===== src/rtl/demux_stream.sv =====
// demux_stream: registered 1-to-2 valid/ready stream demux; DEMUX_COUNT_EN adds per-lane drain counters cnt0/cnt1
module demux_stream #(
  parameter int WIDTH = 32
`ifdef DEMUX_COUNT_EN
  , parameter int CNT_W = 16
`endif
) (
  input  logic             clk,
  input  logic             rst_n,
  input  logic [WIDTH-1:0] i,
  input  logic             i_valid,
  input  logic             sel,
  output logic             i_ready,
  output logic [WIDTH-1:0] y0,
  output logic             y0_valid,
  input  logic             y0_ready,
  output logic [WIDTH-1:0] y1,
  output logic             y1_valid,
  input  logic             y1_ready
`ifdef DEMUX_COUNT_EN
  , output logic [CNT_W-1:0] cnt0
  , output logic [CNT_W-1:0] cnt1
`endif
);
  logic drain0, drain1, acc0, acc1;
  assign drain0  = y0_valid && y0_ready;
  assign drain1  = y1_valid && y1_ready;
  assign i_ready = sel ? (!y1_valid || y1_ready) : (!y0_valid || y0_ready);
  assign acc0    = i_valid && i_ready && !sel;
  assign acc1    = i_valid && i_ready && sel;
  always_ff @(posedge clk or negedge rst_n) begin
    if (!rst_n) begin
      y0       <= '0;
      y1       <= '0;
      y0_valid <= 1'b0;
      y1_valid <= 1'b0;
    end else begin
      if (acc0) y0 <= i;
      if (acc1) y1 <= i;
      y0_valid <= acc0 || (y0_valid && !y0_ready);
      y1_valid <= acc1 || (y1_valid && !y1_ready);
    end
  end
`ifdef DEMUX_COUNT_EN
  always_ff @(posedge clk or negedge rst_n) begin
    if (!rst_n) begin
      cnt0 <= '0;
      cnt1 <= '0;
    end else begin
      if (drain0) cnt0 <= cnt0 + 1'b1;
      if (drain1) cnt1 <= cnt1 + 1'b1;
    end
  end
`endif
endmodule

===== config.mk =====
export PLATFORM = sky130hd
export DESIGN_NAME = demux_stream
export DESIGN_NICKNAME = d
export VERILOG_FILES = /design/src/rtl/demux_stream.sv
export SDC_FILE = /design/constraint.sdc
export NUM_CORES = 1
export LEC_CHECK = 0
export ABC_AREA = 1
export BUFFER_PORTS_ARGS = -buffer_cell sky130_fd_sc_hd__buf_2
export CAP_MARGIN = 40
export CORE_MARGIN = 10
export CORE_UTILIZATION = 35
export DETAILED_ROUTE_END_ITERATION = 8
export HOLD_SLACK_MARGIN = 0.02
export PLACE_DENSITY_LB_ADDON = 0.3
export SKIP_CTS_REPAIR_TIMING = 1
export SYNTH_ARGS = -nofsm -noshare
export SYNTH_HDL_FRONTEND = slang
export SYNTH_SLANG_ARGS = --single-unit
export TNS_END_PERCENT = 20

===== constraint.sdc =====
create_clock -name clk -period 2.8 [get_ports clk]
set_input_delay 0.56 -clock clk [delete_from_list [all_inputs] [get_ports clk]]
set_output_delay 0.56 -clock clk [all_outputs]
set_load 0.05 [all_outputs]

* Word-level counts from Yosys, hierarchy flattened
Index checks and enable logic that the tools add are counted.
** Storage, ports and cells
- Input port bits :: 38
- Register bits :: 66
- Output and inout bits :: 67
** Operators by class
- Reductions and logical operators :: 14
- Multiplexer cells :: 1
** Operator list (number)
- logical AND 1 bit :: 5
- logical NOT 1 bit :: 5
- logical OR 1 bit :: 4
- 2-to-1 mux 1 bit :: 1

* Depth between registers and ports, before layout
- Word-level depth :: 6
- Depth in mapped cells :: 6
- Mapped depth without buffers :: 5

* Worst setup path after synthesis
OpenSTA, ideal clock, no wires.
- Path type :: reg2out
- Start point :: register y1_valid
- End point :: output port i_ready
- Arrival :: 1.410 ns
- Path buffers :: 1
- Stages on the path, launching flop included :: 5
- Slack :: 0.830 ns
- Path through :: dfrtp_1 -> nand2_1 -> buf_2 -> nand2_1 -> nand2_1
** Between the ends
- Word-level cells in the longest chain between the ends :: 3
** RTL lines
- from (decl) :: RTL line 18 : output logic y1_valid,
- from (signal assigned) :: RTL line 41 : y1_valid <= acc1 || (y1_valid && !y1_ready);
- logical NOT 1 bit :: RTL line 28 : assign i_ready = sel ? (!y1_valid || y1_ready) : (!y0_valid || y0_ready);
- logical OR 1 bit :: RTL line 28
- 2-to-1 mux 1 bit :: RTL line 28
- to (decl) :: RTL line 13 : output logic i_ready,
No other way between the ends.

* Worst setup path after layout
- Start point :: register y0_valid
- End point :: output port i_ready
** Between the ends
- Word-level cells in the longest chain between the ends :: 3
** RTL lines
- from (decl) :: RTL line 15 : output logic y0_valid,
- from (signal assigned) :: RTL line 40 : y0_valid <= acc0 || (y0_valid && !y0_ready);
- logical NOT 1 bit :: RTL line 28
- logical OR 1 bit :: RTL line 28
- 2-to-1 mux 1 bit :: RTL line 28
No other way between the ends.

==> out/qor.csv <==
stage;metric;value;unit
status;outcome;completed;
grt;busiest_layer;met2;
synth;synth.cell_area;2740;um^2
grt;grt_pass1_wl;13.4;mm
timing;period_needed;2120;ps
timing;rsz0062_at_grt;false;
route;wl_per_cell;16.8;um
synth;synth.avg_cell_area;9.27;um^2
synth;netlist_instances;296;
clock_tree;clockRootBuffer;clkbuf_8;
timing;fin_setup_tns;0;ps
setup_path;critPathKind;reg -> out;
clock_tree;cts_tree;done;
timing;drv_slew;0;
layout;instances_no_fill;500;
timing;post-route-period-util;75.8;%
setup_path;crit_arrival;1560;ps
place;portBuffers;104;
timing;layout_setup_ws;678;ps
setup_path;path_max_fanout;12;
setup_path;r2r_cells;4;
grt;gr-usage-met3;4.94;%
layout;syn_to_final_growth;27.4;%
floorplanning;die_y;109;um
grt;grt_pass1_vias;2541;
route;drcViolationCount;0;
timing;report.final.hold_viol_count;0;
clock_tree;path_clk_slew;70;ps
layout;final_cell_mix;135 x nand2_1, 104 x buf_2, 66 x dfrtp_1;
place;post-place-ws;659;ps
power_and_ir_drop;p_leak;1.98;nW
timing;skew;9.90;ps
floorplanning;core_region_area;7690;um^2
floorplanning;start_util;35.7;%
layout;fin_area;3490;um^2
layout;final_util;45.4;%
grt;grt_overflow;0;
synth;ys_ff_latch;66;
clock_tree;cts_sinks;66;
layout;antenna_cells;0;
timing;max_slew_margin;48.4;%
clock_tree;clk_latency;340;ps
run;cap_violations;0;
floorplanning;die_area;11800;um^2
route;routed_wl;8.39;mm
clock_tree;cts_inserted_buffers;9;
grt;use_met1;19.1;%
setup_path;cp-end-kind;output pin;
timing;clock.fmax;471;MHz
power_and_ir_drop;p_per_area;837;nW/um^2
floorplanning;die_x;109;um
grt;grtUsageTotal;14.4;%
layout;num-nets-final;431;
route;drtIter0Drc;140;
route;drtAntennaViolNets;0;
clock_tree;cts.path.max_buffers;2;
synth;synth_cell_types;8;
power_and_ir_drop;ir_drop;0.358;mV
place;gp_congestion;0.774;
place;dp_hpwl;5.89;mm
floorplanning;pin_count;105;
grt;use_met2;20.9;%
layout;final_common_cell;nand2_1;
timing;setup_viol;0;
setup_path;required;2240;ps
synth;seq_area_frac_synth;60.2;%
route;vias;2471;
route;via_per_inst;4.94;
hold_path;hp-class;in -> async;
place;placedCellCount;484;
layout;fillerInstances;811;
place;placed_area;3310;um^2
synth;syn_nets;334;
layout;drive_above_1_share;32.4;%
grt;antenna_found_initial;1;
route;dr.pass1.iters;4;
timing;worst_pin_slew;773;ps
setup_path;startpoint_type;flop;
grt;grt_max_degree;57;
floorplanning;core.rowCount;32;
synth;ys.warnings.count;0;
clock_tree;cts_htree_levels;3;
## worst max-delay path, cell delays in order (launching register included)
cell	delay, ps
dfrtp_1	370
nand2_1	360
nand2_1	150
nand2_1	90
buf_2	260
## state kept, by name (all words and copies together), names as in the netlist
name / cells
y0: 32
y0_valid: 1
y1: 32
y1_valid: 1
## area by class of cell
type	count	area (um^2)	area share, %
clock inverter	2	10.0	0.287
timing repair buffer	112	593	17.0
inverter	3	11.3	0.322
sequential	66	1650	47.3
tap	102	128	3.65
multi-input combinational	201	927	26.5
clock buffer	14	173	4.94
## through the flow
stage               hold WS, ps  total power, mW
global route                349             3.08
global placement            450             2.21
finish                      289             2.93
floorplan                   264             1.93
detailed placement          454             2.21
CTS                         311             2.96
## cells in the mapped netlist
| cell type | n | area [um^2] |
|---|---|---|
| buf_2 | 17 | 85.1 |
| buf_4 | 9 | 67.6 |
| dfrtp_1 | 66 | 1650 |
| inv_1 | 2 | 7.51 |
| inv_2 | 1 | 3.75 |
| nand2_1 | 135 | 507 |
| nand3_2 | 2 | 20.0 |
| nand4_1 | 64 | 400 |
## power breakdown
group	internal, mW	leakage (nW)	switching (mW)	total [mW]
clock	0.392	0.0965	0.348	0.740
sequential	1.10	0.818	0.0826	1.19
combinational	0.201	1.06	0.799	1.00
## cell families after synthesis
family	count (synthesis)	share of synthesized area (%)
and+or+nand+nor	201	33.8
DFF	66	60.2
buffers and inverters	29	5.98
## final timing paths
kind                           from  endpoint  slack (ps)
max                        y0_valid   i_ready         680
min                           rst_n    y1[26]         290
max reg2reg                y0_valid    y0[23]        1000
min reg2reg                  y0[10]    y0[10]         470
max in group asynchronous     rst_n    y1[31]        1840
min in group clk             y0[10]    y0[10]         470
## layer usage
metal | up-vias | wire length, um
met1 | 1174 | 3730
met3 | 12 | 718
met2 | 87 | 3800
met5 | - | 13
met4 | 2 | 117
li1 | 1196 | -
Power figures use the tool's default switching activity.
